$ cat src/rtl/div_f_pack_if.sv
// Handshake and data bundle between the divider back end and its requester.
interface div_f_pack_if #(
   parameter int RES_WIDTH = 26
);
   logic                 start;
   logic                 sign_in;
   logic [9:0]           exp_in;
   logic [RES_WIDTH-1:0] res_in;
   logic                 nan_in;
   logic                 inf_in;
   logic                 zero_in;
   logic                 busy;
   logic                 valid;
   logic [31:0]          dout;
   logic                 overflow;
   logic                 underflow;
   logic                 inexact;

   modport master (
      output start, sign_in, exp_in, res_in, nan_in, inf_in, zero_in,
      input  busy, valid, dout, overflow, underflow, inexact
   );

   modport slave (
      input  start, sign_in, exp_in, res_in, nan_in, inf_in, zero_in,
      output busy, valid, dout, overflow, underflow, inexact
   );
endinterface

$ cat src/rtl/div_f_pack.sv
// div_f_pack: normalizes a {sign, exp, fixed-point quotient} divide result
// one bit per cycle, handles gradual underflow, overflow and RNE rounding,
// and packs an IEEE-754 single.
// Optional build macro DIV_F_PACK_FTZ_EN: tiny results flush to signed zero
// instead of going through the denormal shifter.
module div_f_pack #(
   parameter int RES_WIDTH = 26,
   parameter int FRAC_BITS = 24
) (
   input  logic        clk,
   input  logic        rst,
   div_f_pack_if.slave bus
);
   // Bits below the guard position that only feed the sticky bit.
   localparam logic [RES_WIDTH-1:0] LOW_MASK =
      (RES_WIDTH'(1) << (FRAC_BITS - 24)) - RES_WIDTH'(1);

`ifdef DIV_F_PACK_FTZ_EN
   typedef enum logic [1:0] {IDLE, NORM, ROUND} state_t;
`else
   typedef enum logic [1:0] {IDLE, NORM, DENORM, ROUND} state_t;
`endif

   state_t                state_q, state_d;
   logic [RES_WIDTH-1:0]  man_q, man_d;
   logic signed [11:0]    exp_q, exp_d;
   logic                  sticky_q, sticky_d;
   logic                  sign_q, sign_d;
   logic                  valid_q, valid_d;
   logic [31:0]           dout_q, dout_d;
   logic                  ovf_q, ovf_d, unf_q, unf_d, inx_q, inx_d;

   logic [23:0]           keep;
   logic                  guard, stk, up, hi;
   logic [24:0]           kr;
   logic [22:0]           mant;
   logic signed [11:0]    e_r;

   // Rounding view of the current mantissa: RNE increment, carry and exponent fixup.
   always_comb begin
      keep  = man_q[FRAC_BITS -: 24];
      guard = man_q[FRAC_BITS-24];
      stk   = sticky_q | (|(man_q & LOW_MASK));
      up    = guard & (stk | keep[0]);
      kr    = {1'b0, keep} + {24'b0, up};
      mant  = kr[24] ? 23'h0 : kr[22:0];
      e_r   = exp_q;
      if (kr[24])
         e_r = exp_q + 12'sd1;
      else if (exp_q == 12'sd0 && kr[23])
         e_r = 12'sd1;                 // denormal rounded up into the min normal
   end

   // Next-state and datapath updates for the start/normalize/round sequence.
   always_comb begin
      state_d  = state_q;
      man_d    = man_q;
      exp_d    = exp_q;
      sticky_d = sticky_q;
      sign_d   = sign_q;
      valid_d  = 1'b0;
      dout_d   = dout_q;
      ovf_d    = ovf_q;
      unf_d    = unf_q;
      inx_d    = inx_q;
      hi       = |(man_q >> (FRAC_BITS + 1));
      case (state_q)
         IDLE: if (bus.start) begin
            sign_d = bus.sign_in;
            ovf_d  = 1'b0;
            unf_d  = 1'b0;
            inx_d  = 1'b0;
            if (bus.nan_in) begin
               dout_d  = 32'h7FC0_0000;
               valid_d = 1'b1;
            end else if (bus.inf_in) begin
               dout_d  = {bus.sign_in, 8'hFF, 23'h0};
               valid_d = 1'b1;
            end else if (bus.zero_in || bus.res_in == '0) begin
               dout_d  = {bus.sign_in, 31'h0};
               valid_d = 1'b1;
            end else begin
               man_d    = bus.res_in;
               exp_d    = {{2{bus.exp_in[9]}}, bus.exp_in};
               sticky_d = 1'b0;
               state_d  = NORM;
            end
         end
         NORM: begin
            if (hi) begin
               man_d    = man_q >> 1;
               sticky_d = sticky_q | man_q[0];
               exp_d    = exp_q + 12'sd1;
            end else if (!man_q[FRAC_BITS]) begin
               man_d = man_q << 1;
               exp_d = exp_q - 12'sd1;
            end else if (exp_q <= 12'sd0) begin
`ifdef DIV_F_PACK_FTZ_EN
               dout_d  = {sign_q, 31'h0};
               unf_d   = 1'b1;
               inx_d   = 1'b1;
               valid_d = 1'b1;
               state_d = IDLE;
`else
               state_d = DENORM;
`endif
            end else begin
               state_d = ROUND;
            end
         end
`ifndef DIV_F_PACK_FTZ_EN
         DENORM: begin
            // Stop once the exponent reaches the denormal scale or nothing is left.
            man_d    = man_q >> 1;
            sticky_d = sticky_q | man_q[0];
            exp_d    = exp_q + 12'sd1;
            if (exp_q == 12'sd0 || man_q[RES_WIDTH-1:1] == '0) begin
               exp_d   = 12'sd0;
               state_d = ROUND;
            end
         end
`endif
         ROUND: begin
            state_d = IDLE;
            valid_d = 1'b1;
            if (e_r >= 12'sd255) begin
               dout_d = {sign_q, 8'hFF, 23'h0};
               ovf_d  = 1'b1;
               unf_d  = 1'b0;
               inx_d  = 1'b1;
            end else begin
               dout_d = {sign_q, e_r[7:0], mant};
               ovf_d  = 1'b0;
               unf_d  = (e_r == 12'sd0);
               inx_d  = guard | stk;
            end
         end
         default: state_d = IDLE;
      endcase
   end

   // State and result registers with synchronous reset.
   always_ff @(posedge clk) begin
      if (rst) begin
         state_q  <= IDLE;
         man_q    <= '0;
         exp_q    <= '0;
         sticky_q <= 1'b0;
         sign_q   <= 1'b0;
         valid_q  <= 1'b0;
         dout_q   <= '0;
         ovf_q    <= 1'b0;
         unf_q    <= 1'b0;
         inx_q    <= 1'b0;
      end else begin
         state_q  <= state_d;
         man_q    <= man_d;
         exp_q    <= exp_d;
         sticky_q <= sticky_d;
         sign_q   <= sign_d;
         valid_q  <= valid_d;
         dout_q   <= dout_d;
         ovf_q    <= ovf_d;
         unf_q    <= unf_d;
         inx_q    <= inx_d;
      end
   end

   assign bus.busy      = (state_q != IDLE);
   assign bus.valid     = valid_q;
   assign bus.dout      = dout_q;
   assign bus.overflow  = ovf_q;
   assign bus.underflow = unf_q;
   assign bus.inexact   = inx_q;
endmodule

$ cat src/flat_wrapper.sv
// flat-port wrapper written by rule: the top's interface ports become plain ports
module div_f_pack_flat 
#(
   parameter int RES_WIDTH = 26,
   parameter int FRAC_BITS = 24
)
  (clk, rst, bus_start, bus_sign_in, bus_exp_in, bus_res_in, bus_nan_in, bus_inf_in, bus_zero_in, bus_busy, bus_valid, bus_dout, bus_overflow, bus_underflow, bus_inexact);
  div_f_pack_if #(.RES_WIDTH(RES_WIDTH)) bus_i ();
  input  logic clk;
  input  logic rst;
  input wire logic [$bits(bus_i.start)-1:0] bus_start;
  input wire logic [$bits(bus_i.sign_in)-1:0] bus_sign_in;
  input wire logic [$bits(bus_i.exp_in)-1:0] bus_exp_in;
  input wire logic [$bits(bus_i.res_in)-1:0] bus_res_in;
  input wire logic [$bits(bus_i.nan_in)-1:0] bus_nan_in;
  input wire logic [$bits(bus_i.inf_in)-1:0] bus_inf_in;
  input wire logic [$bits(bus_i.zero_in)-1:0] bus_zero_in;
  output wire logic [$bits(bus_i.busy)-1:0] bus_busy;
  output wire logic [$bits(bus_i.valid)-1:0] bus_valid;
  output wire logic [$bits(bus_i.dout)-1:0] bus_dout;
  output wire logic [$bits(bus_i.overflow)-1:0] bus_overflow;
  output wire logic [$bits(bus_i.underflow)-1:0] bus_underflow;
  output wire logic [$bits(bus_i.inexact)-1:0] bus_inexact;
  assign bus_i.start = bus_start;
  assign bus_i.sign_in = bus_sign_in;
  assign bus_i.exp_in = bus_exp_in;
  assign bus_i.res_in = bus_res_in;
  assign bus_i.nan_in = bus_nan_in;
  assign bus_i.inf_in = bus_inf_in;
  assign bus_i.zero_in = bus_zero_in;
  assign bus_busy = bus_i.busy;
  assign bus_valid = bus_i.valid;
  assign bus_dout = bus_i.dout;
  assign bus_overflow = bus_i.overflow;
  assign bus_underflow = bus_i.underflow;
  assign bus_inexact = bus_i.inexact;
  div_f_pack #(.RES_WIDTH(RES_WIDTH), .FRAC_BITS(FRAC_BITS)) u_core (.clk(clk), .rst(rst), .bus(bus_i));
endmodule
$ cat config.mk
export PLATFORM = sky130hd
export DESIGN_NAME = div_f_pack_flat
export DESIGN_NICKNAME = d
export VERILOG_FILES = /design/src/rtl/div_f_pack_if.sv /design/src/rtl/div_f_pack.sv /design/src/flat_wrapper.sv
export SDC_FILE = /design/constraint.sdc
export NUM_CORES = 1
export LEC_CHECK = 0
export ABC_AREA = 1
export CAP_MARGIN = 20
export CORE_ASPECT_RATIO = 1.2
export CORE_MARGIN = 2
export CORE_UTILIZATION = 59
export CTS_CLUSTER_DIAMETER = 50
export DETAILED_ROUTE_END_ITERATION = 12
export PLACE_DENSITY = 0.86
export SLEW_MARGIN = 5
export SYNTH_ARGS = -nofsm -noshare
export SYNTH_HDL_FRONTEND = slang
export SYNTH_SLANG_ARGS = --single-unit
$ cat constraint.sdc
create_clock -name clk -period 5.8 [get_ports clk]
set_input_delay 1.16 -clock clk [delete_from_list [all_inputs] [get_ports clk]]
set_output_delay 1.16 -clock clk [all_outputs]
set_load 0.05 [all_outputs]
# --- Yosys cells after proc, flatten, opt, wreduce, memory -nomap -nowiden ---
# Index checks and enable logic that the tools add are counted.
totals:
  register_bits: 78
  in_bits: 43
  out_inout_bits: 37
  wordCells: 101
op_classes:
  addsub: 3
  order_cmp: 2
  eq_ne: 13
  n_mux: 51
  n_bitwise: 3
  n_reduce_logical: 18
op_table:
  columns: ["operator", "n"]
  rows:
  - ["26-bit 2-to-1 mux", 5]
  - ["32-bit 2-to-1 mux", 4]
  - ["12-bit 2-to-1 mux", 9]
  - ["26-bit one-hot mux with 3 select lines", 1]
  - ["32-bit one-hot mux with 2 select lines", 1]
  - ["12-bit one-hot mux with 3 select lines", 1]
  - ["31-bit 2-to-1 mux", 1]
  - ["26-bit logical NOT", 1]
  - ["24-bit by 1-bit adder with 25-bit output", 1]
  - ["25-bit logical NOT", 1]
  - ["25-bit 2-to-1 mux", 1]
  - ["12-bit logical NOT", 2]
  - ["23-bit 2-to-1 mux", 1]
  - ["1-bit 2-to-1 mux", 14]
  - ["2-bit 2-to-1 mux", 7]
  - ["12-bit by 2-bit adder with 12-bit output, second input constant", 1]
  - ["12-bit by 9-bit greater-or-equal comparator with 1-bit output, second input constant", 1]
  - ["12-bit by 1-bit <= comparator with 1-bit output, second input constant", 1]
  - ["6-bit AND reduction", 2]
  - ["12-bit by 2-bit subtractor with 12-bit output, second input constant", 1]
  - ["2-bit inequality test, second input constant", 5]
  - ["1-bit one-hot mux with 2 select lines", 4]
  - ["2-bit one-hot mux with 4 select lines", 1]
  - ["7-bit AND reduction", 1]
  - ["16 further kinds", 23]

# --- Longest topological paths before layout ---
# Gate-level depths: netlist (run 1).
logic_depth:
  ltp_word: 9
  ltp_mapped: 19
  depth_no_buf: 19

# --- Worst setup path before layout (run 1) ---
# OpenSTA, ideal clock, no wires.
synth_path:
  path_kind: "input port to flip-flop"
  start: "input port bus_res_in[2]"
  end: "register u_core.dout_q[18], in the netlist u_core.bus.dout[18]"
  t_arrival_ps: 2513
  required_ps: 5671
  path_slack_ps: 3157
  path_stages: 12
  path_cell_list: "nor2_1 nand3_1 nor3_1 nand4_1 nand2_1 nand2_1 nand2_1 nand2_1 clkbuf_1 dlygate4sd1_1 nand2_1 a21oi_1"
synth_between:
  elab_chain_cells: 4
synth_lines:
  columns: ["item", "line_no", "source"]
  rows:
  - ["from (decl)", "flat_wrapper.sv:14", "input wire logic [$bits(bus_i.res_in)-1:0] bus_res_in;"]
  - ["26-bit logical NOT", "div_f_pack.sv:79", "end else if (bus.zero_in || bus.res_in == '0) begin"]
  - ["1-bit logical OR", "div_f_pack.sv:79", null]
  - ["4-bit by 3-bit inequality test with 1-bit output (no source line)", null, null]
  - ["3-bit AND reduction (no source line)", null, null]
  - ["to (signal assigned)", "div_f_pack.sv:162", "dout_q <= dout_d;"]
  - ["to (decl)", "div_f_pack.sv:30", "logic [31:0] dout_q, dout_d;"]
# Every way passes these cells.
# A chain may end at the register's enable or synchronous reset.

# --- Worst setup path after layout (run 1) ---
layout_path:
  start: "input port bus_res_in[25]"
  end: "register u_core.dout_q[19], in the netlist u_core.bus.dout[19]"
# Same word-level chain as after synthesis.

==> results of run 1 <==
-- cell usage after synthesis (6+ instances only) --
master / instances
clkbuf_1: 24
nand2_2: 6
buf_2: 6
buf_4: 6
ha_1: 7
o21ai_0: 74
nand4_1: 39
inv_1: 79
inv_2: 6
nand2_1: 197
xor2_1: 33
nand3_1: 25
o22ai_1: 16
nor2_1: 68
nor3_1: 13
a21oi_1: 94
dfxtp_1: 78
-- cell families (layout without fill, tap and decap cells) --
| family | Yosys count | after routing | synth area share, % |
|---|---|---|---|
| DFF | 78 | 78 | 30.16 |
| and+or+nand+nor | 366 | 366 | 31.37 |
| AOI/OAI and AO/OA | 201 | 201 | 20.57 |
| xor gates and xnor gates | 33 | 33 | 5.582 |
| buffers and inverters | 129 | 189 | 10.63 |
| adders and majority gates | 7 | 7 | 1.692 |
-- metal layers --
layer  up-vias  part of all wire, %  GRT usage, %
li1       2827                    -             -
met1      2703                   38         39.54
met2       288                   50         57.67
met3        82                  6.6         5.235
met4         0                  5.4         17.16
met5         -                    0             0
-- path summary, 6_finish.rpt --
kind	start	to	slack, ns	depth (start not counted)
worst max-delay path	bus_res_in[25]	u_core.bus.dout[19]	1.83	12
worst min-delay path	u_core.bus.dout[9]	u_core.bus.dout[9]	0.47	2
worst max register to register	u_core.state_q[0]	u_core.bus.dout[26]	2.60	7
worst min register to register	u_core.bus.dout[9]	u_core.bus.dout[9]	0.47	2
-- critical path, stage by stage --
cell and delay (ns):
clkdlybuf4s50_1 0.45, nor2_1 0.12, nand3_1 0.10, nor3_1 0.37, nand4_1 0.23, nand2_1 0.16, nand2_1 0.06, nand2_1 0.06
nand2_1 0.45, nor2_2 0.73, nand4_1 0.19, a21oi_1 0.16
-- metrics by stage --
stage	hold slack (ns)	utilization, %
2_1_floorplan	0.4756	-
3_3_place_gp	0.4519	69.38
3_5_place_dp	0.4546	69.38
4_1_cts	0.4685	71.75
5_1_grt	0.4818	72.07
6_report	0.4660	72.07
-- final cells by class --
type | count | share of cell area, %
inverter | 88 | 5.433
tap | 117 | 2.372
clock buffer | 9 | 2.007
clock inverter | 7 | 1.277
timing repair buffer | 85 | 13.87
sequential | 78 | 25.30
multi-input combinational | 607 | 49.75
-- where the power goes --
group | switching [uW] | leakage (uW) | internal (uW)
sequential | 157 | 0.000638 | 671
clock | 232 | 0.0000982 | 204
combinational | 1080 | 0.00173 | 470
total | 1470 | 0.00247 | 1350
-- state kept, by name (all words and copies together), names as in the netlist --
name and cells:
u_core.man_q 26, u_core.bus.valid 1, u_core.bus.underflow 1, u_core.sticky_q 1, u_core.state_q 2, u_core.bus.dout 32
u_core.bus.inexact 1, u_core.exp_q 12, u_core.sign_q 1, u_core.bus.overflow 1
==> metrics.csv, run 1 <==
stage;metric;value;unit
status;status;complete, no violations;
global_route;overflow;0;
floorplanning;die_w;89.52;um
clocking;cts_setup_buffers;0;
hold_path;hold_path_class;register to register;
timing;setup_viol;0;
timing;worstMarginPinSlew;0.8525;ns
global_route;grt_max_degree;50;
global_route;grt_pass1_wl;25520;um
setup_path;endpoint_kind;register;
floorplanning;start_util;60.45;%
yosys;synthDistinctLibCells;39;
power;cellPowerDensity;456.1;nW/um^2
power;power.total;2815;uW
layout;multi_input_area;3070;sq um
route;drtIter0Drc;482;
clocking;clk_pin_slew_worst_paths;0.09;ns
setup_path;crit_fanout;22;
route;wl;15630;um
flow_run;maxCapViolations;0;
clocking;clock-sinks;78;
clocking;clockBufferDepth;2;
clocking;insertion_delay;0.37;ns
placement;hpwl;11360;um
timing;tns;0;ns
layout;num-fill-cells;751;
route;wl_per_cell;15.77;um
layout;final_common_cell;nand2_1;
clocking;cts-buffers-inserted;9;
setup_path;cp_data_required_time;6.09;ns
route;vias;5900;
timing;max_freq;252.0;MHz
clocking;htreeDepth;3;
clocking;cts_tree;built;
yosys;syn_area;5177;sq um
timing;rsz0062_at_grt;no;
layout;nNetsFinal;919;
floorplanning;ios;80;
placement;detailed_place.area;5942;sq um
route;firstDrtPassIters;7;
yosys;yosysSeqAreaShare;30.16;%
yosys;ys_top_cells_by_area;dfxtp_1, nand2_1, a21oi_1;
setup_path;crit_path_start_kind;primary input;
yosys;synthFlopType;dfxtp_1;
power;peakVddDrop;0.3066;mV
yosys;synth_edf_count;0;
yosys;ys_async_sr_fraction;0;%
power;leakagePower;0.002471;uW
floorplanning;dieArea;9544;sq um
route;via_per_inst;5.954;
yosys;synth.net_count;864;
global_route;grt_use_total;33.61;%
floorplanning;dieHeight;106.6;um
layout;final_cell_mix;nand2_1, a21oi_1, inv_1, clkdlybuf4s50_1, dfxtp_1;
timing;finalHoldViolCount;0;
floorplanning;fp-row-count;37;
clocking;cts-hold-fix-buffers;0;
global_route;grt_pass1_vias;5515;
yosys;syn_area_per_cell;6.361;sq um
yosys;yosysWarnings;0;
yosys;synthCells;814;
clocking;cts_resized;0;
layout;regArea;1562;sq um
placement;pre_cts_ws;1.531;ns
placement;io_buffers;79;
timing;finalCriticalPeriod;3.969;ns
layout;area_delta_synth_final;19.21;%
layout;postLayoutCellArea;6172;sq um
global_route;antenna_found_initial;0;
placement;place_inst;974;
timing;finalCritPeriodShare;68.43;%
layout;antenna_cells;0;
route;antenna_left;0;
timing;finalWorstSetupSlack;1.831;ns
floorplanning;coreArea;8564;sq um
timing;drv_slew;0;
clocking;cts_root_buf;clkbuf_8;
route;drc;0;
placement;gp_congestion;0.9421;
yosys;yosysTopAreaCellShare;30.16;%
setup_path;arrival;4.26;ns
yosys;ys_seq_elements;78;
timing;finClkSkew;0.01997;ns
layout;layout.cells.non_filler;991;
yosys;synth_top_area_cell;dfxtp_1;
timing;maxSlewHeadroom;42.82;%
setup_path;critical_path_class;primary input to register;
layout;drive_above_1_share;5.606;%
(Power assumes the default switching activity.)
==> run 2, diff against run 1 <==
--- a/config.mk
+++ b/config.mk
@@ -9,10 +9,10 @@
 export CAP_MARGIN = 20
 export CORE_ASPECT_RATIO = 1.2
 export CORE_MARGIN = 2
-export CORE_UTILIZATION = 59
+export CORE_UTILIZATION = 55
 export CTS_CLUSTER_DIAMETER = 50
 export DETAILED_ROUTE_END_ITERATION = 12
-export PLACE_DENSITY = 0.86
+export PLACE_DENSITY = 0.81
 export SLEW_MARGIN = 5
 export SYNTH_ARGS = -nofsm -noshare
 export SYNTH_HDL_FRONTEND = slang
==> constraint.sdc (replaced) <==
create_clock -name clk -period 4.1 [get_ports clk]
set_input_delay 0.82 -clock clk [delete_from_list [all_inputs] [get_ports clk]]
set_output_delay 0.82 -clock clk [all_outputs]
set_load 0.05 [all_outputs]
==> metrics.csv, run 2 (synthesized netlist as in run 1, its figures left out) <==
stage;metric;value;unit;change
setup_path;arrival;3.39;ns;-0.87 ns
route;wl_per_cell;15.57;um;-1.2%
floorplanning;start_util;57.01;%;-3.4 points
floorplanning;die_w;92.57;um;+3.4%
clocking;clk_pin_slew_worst_paths;0.09;ns;about the same
clocking;cts-hold-fix-buffers;0;;unchanged
timing;finalCriticalPeriod;3.098;ns;
route;vias;5667;;-3.9%
setup_path;cp_data_required_time;4.39;ns;-1.70 ns
floorplanning;dieHeight;110.3;um;+3.4%
layout;final_cell_mix;nand2_1, a21oi_1, inv_1, clkdlybuf4s50_1, dfxtp_1;;
clocking;clockBufferDepth;2;;unchanged
floorplanning;coreArea;9081;sq um;+6.0%
power;cellPowerDensity;639.2;nW/um^2;+40%
global_route;grt_pass1_vias;5258;;-4.7%
clocking;cts_setup_buffers;0;;unchanged
global_route;grt_pass1_wl;24650;um;-3.4%
clocking;cts_tree;built;;
timing;finClkSkew;0.01413;ns;-0.005837 ns
timing;finalCritPeriodShare;75.55;%;
layout;nNetsFinal;921;;+0.22%
route;drc;0;;unchanged
route;drtIter0Drc;476;;-1.2%
global_route;grt_use_total;30.55;%;-3.1 points
timing;finalHoldViolCount;0;;unchanged
floorplanning;ios;80;;unchanged
layout;drive_above_1_share;5.708;%;+0.10 points
placement;io_buffers;79;;unchanged
layout;antenna_cells;0;;unchanged
clocking;cts-buffers-inserted;9;;unchanged
clocking;cts_root_buf;clkbuf_8;;
power;power.total;3962;uW;+41%
global_route;grt_max_degree;50;;unchanged
timing;max_freq;322.8;MHz;
clocking;htreeDepth;3;;unchanged
layout;largest_reg_flops;32;;unchanged
hold_path;hold_path_class;register to register;;
placement;hpwl;11510;um;+1.3%
route;firstDrtPassIters;5;;-2
clocking;cts_resized;0;;unchanged
timing;rsz0062_at_grt;no;;
setup_path;crit_fanout;18;;-18%
setup_path;critical_path_class;primary input to register;;
layout;utilization;68.26;%;-3.8 points
timing;setup_viol;0;;unchanged
clocking;insertion_delay;0.36;ns;about the same
flow_run;maxCapViolations;0;;unchanged
placement;gp_congestion;0.9960;;+5.7%
layout;num-fill-cells;814;;+8.4%
power;peakVddDrop;0.4313;mV;+41%
timing;worstMarginPinSlew;0.7090;ns;-0.1435 ns
timing;drv_slew;0;;unchanged
floorplanning;fp-row-count;38;;+2.7%
global_route;antenna_found_initial;0;;unchanged
power;leakagePower;0.002477;uW;+0.24%
timing;tns;0;ns;unchanged
global_route;overflow;0;;unchanged
clocking;clock-sinks;78;;unchanged
status;status;complete, no violations;;
floorplanning;dieArea;10210;sq um;+7.0%
route;via_per_inst;5.690;;-4.4%
layout;area_delta_synth_final;19.72;%;
route;antenna_left;0;;unchanged
setup_path;endpoint_kind;register;;
timing;maxSlewHeadroom;52.62;%;+9.8 points
setup_path;crit_path_start_kind;primary input;;
layout;final_common_cell;nand2_1;;
route;wl;15510;um;-0.75%
## run 2: cell count changes in the layout (fill, tap and decap cells not counted)
cell        change
inv_6           -1
buf_4           +1
inv_8           -1
buf_12          +1
clkinv_2        -1
clkinv_4        +1
clkbuf_1        +1
clkinvlp_4      +1
## run 2: through the flow
stage / instance area, sq um / std cells / hold WS (ns) / setup WS, ns
final: 6198 / 996 / 0.4679 / 1.002
after global routing: 6198 / 996 / 0.4918 / 0.8148
after CTS: 6171 / 995 / 0.4679 / 1.049
after detailed placement: 5973 / 979 / 0.4551 / 0.6751
after global placement: 5973 / 979 / 0.4509 / 0.6926
after floorplan: 5177 / 814 / 0.4756 / 1.797
## run 2: report_power, final
group,leakage [uW],internal [uW],switching (uW)
clock network,0.0000891,285,313
logic,0.00175,691,1510
registers,0.000638,949,219
total,0.00248,1920,2040
## run 2: area by class of cell
class / count / area (sq um) / share of cell area, %
multi-input combinational: 607 / 3070 / 49.54
sequential: 78 / 1562 / 25.19
timing repair buffer: 87 / 883.3 / 14.25
inverter: 88 / 335.3 / 5.410
tap: 120 / 150.1 / 2.422
clock buffer: 10 / 127.6 / 2.059
clock inverter: 6 / 70.07 / 1.130
## run 2: critical path, stage by stage
cell and delay, ns:
clkdlybuf4s50_1 0.45, nor2_1 0.12, nand3_1 0.09, nor3_1 0.31, nand4_1 0.23, nand2_1 0.16, nand2_1 0.06, nand2_1 0.06
nand2_1 0.13, nor2_2 0.58, nand4_1 0.20, a21oi_1 0.17
## run 2: per-layer routing
layer,global-route usage [%],wire length [um],vias to the layer above
met1,34.42,6120,2582
met5,0,0,-
met2,55.58,7863,216
li1,-,-,2819
met3,3.263,762,50
met4,18.66,763,0
## run 2: worst paths after layout
| kind | from | slack (ns) | end | cells after the start |
|---|---|---|---|---|
| worst min-delay path | u_core.bus.dout[13] | 0.47 | u_core.bus.dout[13] | 2 |
| worst max register to register | u_core.man_q[0] | 1.18 | u_core.bus.dout[28] | 17 |
| worst min register to register | u_core.bus.dout[13] | 0.47 | u_core.bus.dout[13] | 2 |
| worst max-delay path | bus_res_in[2] | 1.00 | u_core.bus.dout[19] | 12 |
==> run 3, diff against run 2 <==
==> constraint.sdc (replaced) <==
create_clock -name clk -period 3.2 [get_ports clk]
set_input_delay 0.64 -clock clk [delete_from_list [all_inputs] [get_ports clk]]
set_output_delay 0.64 -clock clk [all_outputs]
set_load 0.05 [all_outputs]
==> metrics.csv, run 3 (synthesized netlist as in run 1, its figures left out) <==
stage;metric;value;unit;change
timing;finalHoldViolCount;0;;unchanged
clocking;clk_pin_slew_worst_paths;0.08;ns;about the same
timing;finClkSkew;0.01264;ns;-0.001491 ns
layout;antenna_cells;0;;unchanged
placement;place_inst;985;;+0.61%
route;drtIter0Drc;386;;-19%
floorplanning;start_util;57.01;%;unchanged
floorplanning;dieHeight;110.3;um;unchanged
route;wl_per_cell;15.51;um;-0.38%
layout;layout.cells.non_filler;1001;;+0.50%
route;wl;15530;um;+0.12%
placement;gp_congestion;0.9514;;-4.5%
setup_path;critical_path_class;register to register;;
hold_path;hold_path_class;register to register;;
clocking;clockBufferDepth;2;;unchanged
clocking;htreeDepth;3;;unchanged
setup_path;cp_data_required_time;3.50;ns;-0.89 ns
timing;maxSlewHeadroom;50.12;%;-2.5 points
power;p_comb_share;55.9;%;+0.5 points
route;via_per_inst;5.723;;+0.59%
power;cellPowerDensity;819.4;nW/um^2;+28%
global_route;grt_pass1_vias;5402;;+2.7%
global_route;overflow;0;;unchanged
clocking;clock-sinks;78;;unchanged
timing;rsz0062_at_grt;no;;
route;antenna_left;0;;unchanged
global_route;antenna_found_initial;0;;unchanged
floorplanning;fp-row-count;38;;unchanged
clocking;insertion_delay;0.37;ns;about the same
timing;worst_hold_slack;0.4663;ns;-0.001587 ns
power;sw_frac_of_total;51.37;%;-0.057 points
timing;drv_slew;0;;unchanged
layout;final_common_cell;nand2_1;;
setup_path;crit_fanout;28;;+10
status;status;complete, no violations;;
layout;nNetsFinal;926;;+0.54%
flow_run;maxCapViolations;0;;unchanged
clocking;cts_tree;built;;
global_route;grt_pass1_wl;24810;um;+0.65%
clocking;cts-buffers-inserted;9;;unchanged
power;pwr-share-clk;14.7;%;-0.4 points
layout;drive_above_1_share;6.129;%;+0.42 points
power;leakagePower;0.002495;uW;+0.76%
timing;tns;0;ns;unchanged
global_route;grt_use_total;30.79;%;+0.24 points
power;cell_internal_pwr;2474;uW;+29%
power;peakVddDrop;0.5772;mV;+34%
clocking;cts_resized;0;;unchanged
global_route;grt_max_degree;57;;+14%
route;drc;0;;unchanged
clocking;cts-hold-fix-buffers;0;;unchanged
power;pwr-share-seq;29.4;%;about the same
clocking;cts_root_buf;clkbuf_8;;
layout;final_cell_mix;nand2_1, a21oi_1, inv_1, clkdlybuf4s50_1, dfxtp_1;;
route;firstDrtPassIters;5;;unchanged
setup_path;crit_path_start_kind;register;;
timing;setup_viol;0;;unchanged
floorplanning;ios;80;;unchanged
floorplanning;die_w;92.57;um;unchanged
timing;finalCritPeriodShare;90.50;%;
layout;area_delta_synth_final;19.91;%;
placement;hpwl;11550;um;+0.36%
timing;worstMarginPinSlew;0.7464;ns;+0.03740 ns
power;p_switching;2613;uW;+28%
timing;max_freq;345.3;MHz;
floorplanning;coreArea;9081;sq um;unchanged
floorplanning;dieArea;10210;sq um;unchanged
setup_path;arrival;3.19;ns;-0.20 ns
layout;largest_reg_flops;32;;unchanged
setup_path;endpoint_kind;register;;
placement;io_buffers;79;;unchanged
timing;finalCriticalPeriod;2.896;ns;
clocking;cts_setup_buffers;0;;unchanged
route;vias;5729;;+1.1%
==> run 3: cell count changes in the layout (fill, tap and decap cells not counted), sizes merged <==
cell / previous run / this run
buf: 8 / 13
clkinvlp: 3 / 2
clkbuf: 10 / 11
==> run 3: stage by stage <==
step	power, uW	cell area [sq um]	worst slack (ns)	util (%)
2_1_floorplan	3551	5177	1.026	-
3_3_place_gp	4241	6018	0.2567	66.27
3_5_place_dp	4306	6018	0.1445	66.27
4_1_cts	5058	6208	0.3343	68.37
5_1_grt	5458	6208	0.06300	68.37
6_report	5087	6208	0.3039	68.37
==> run 3: area by class of cell <==
type | count | area (sq um)
fillers | 817 | 2873
repair buffers | 92 | 900.9
multi-input cells | 607 | 3070
clock inverters | 5 | 58.81
inverters | 88 | 335.3
clock buffers | 11 | 131.4
flip-flops and latches | 78 | 1562
well taps | 120 | 150.1
==> run 3: final timing paths <==
kind | from | to | slack, ns | cells after the start
worst max register to register | u_core.man_q[0] | u_core.bus.dout[28] | 0.30 | 17
worst min-delay path | u_core.bus.dout[5] | u_core.bus.dout[5] | 0.47 | 2
worst min register to register | u_core.bus.dout[5] | u_core.bus.dout[5] | 0.47 | 2
worst max-delay path | u_core.man_q[0] | u_core.bus.dout[28] | 0.30 | 17
==> run 3: power by group through the flow <==
stage	clock network (uW)	logic (uW)	registers, uW
global placement	0	2740	1500
finish	746	2850	1500
CTS	756	2820	1490
floorplan	0	1900	1650
global route	793	3140	1530
detailed placement	0	2800	1510
==> run 3: worst max-delay path, cell delays in order (launching register included) <==
cell and delay, ns:
dfxtp_1 0.43, nand2_1 0.12, inv_2 0.07, ha_1 0.19, nand2_2 0.11, nor2_4 0.18, nand2_4 0.08, nor2_2 0.17
nand4_2 0.21, clkinv_1 0.15, nand2_1 0.06, nand2_1 0.10, nand2_1 0.06, nor2_1 0.17, nand3_4 0.32, nand3_1 0.18
nand2_1 0.08, a21oi_1 0.14
==> run 3: metal layers <==
metal	routed length [um]	GRT usage [%]	vias up
met5	0	0	-
met4	763	19.94	0
met3	743	3.671	55
met2	7827	56.20	224
met1	6193	33.84	2621
li1	-	-	2829
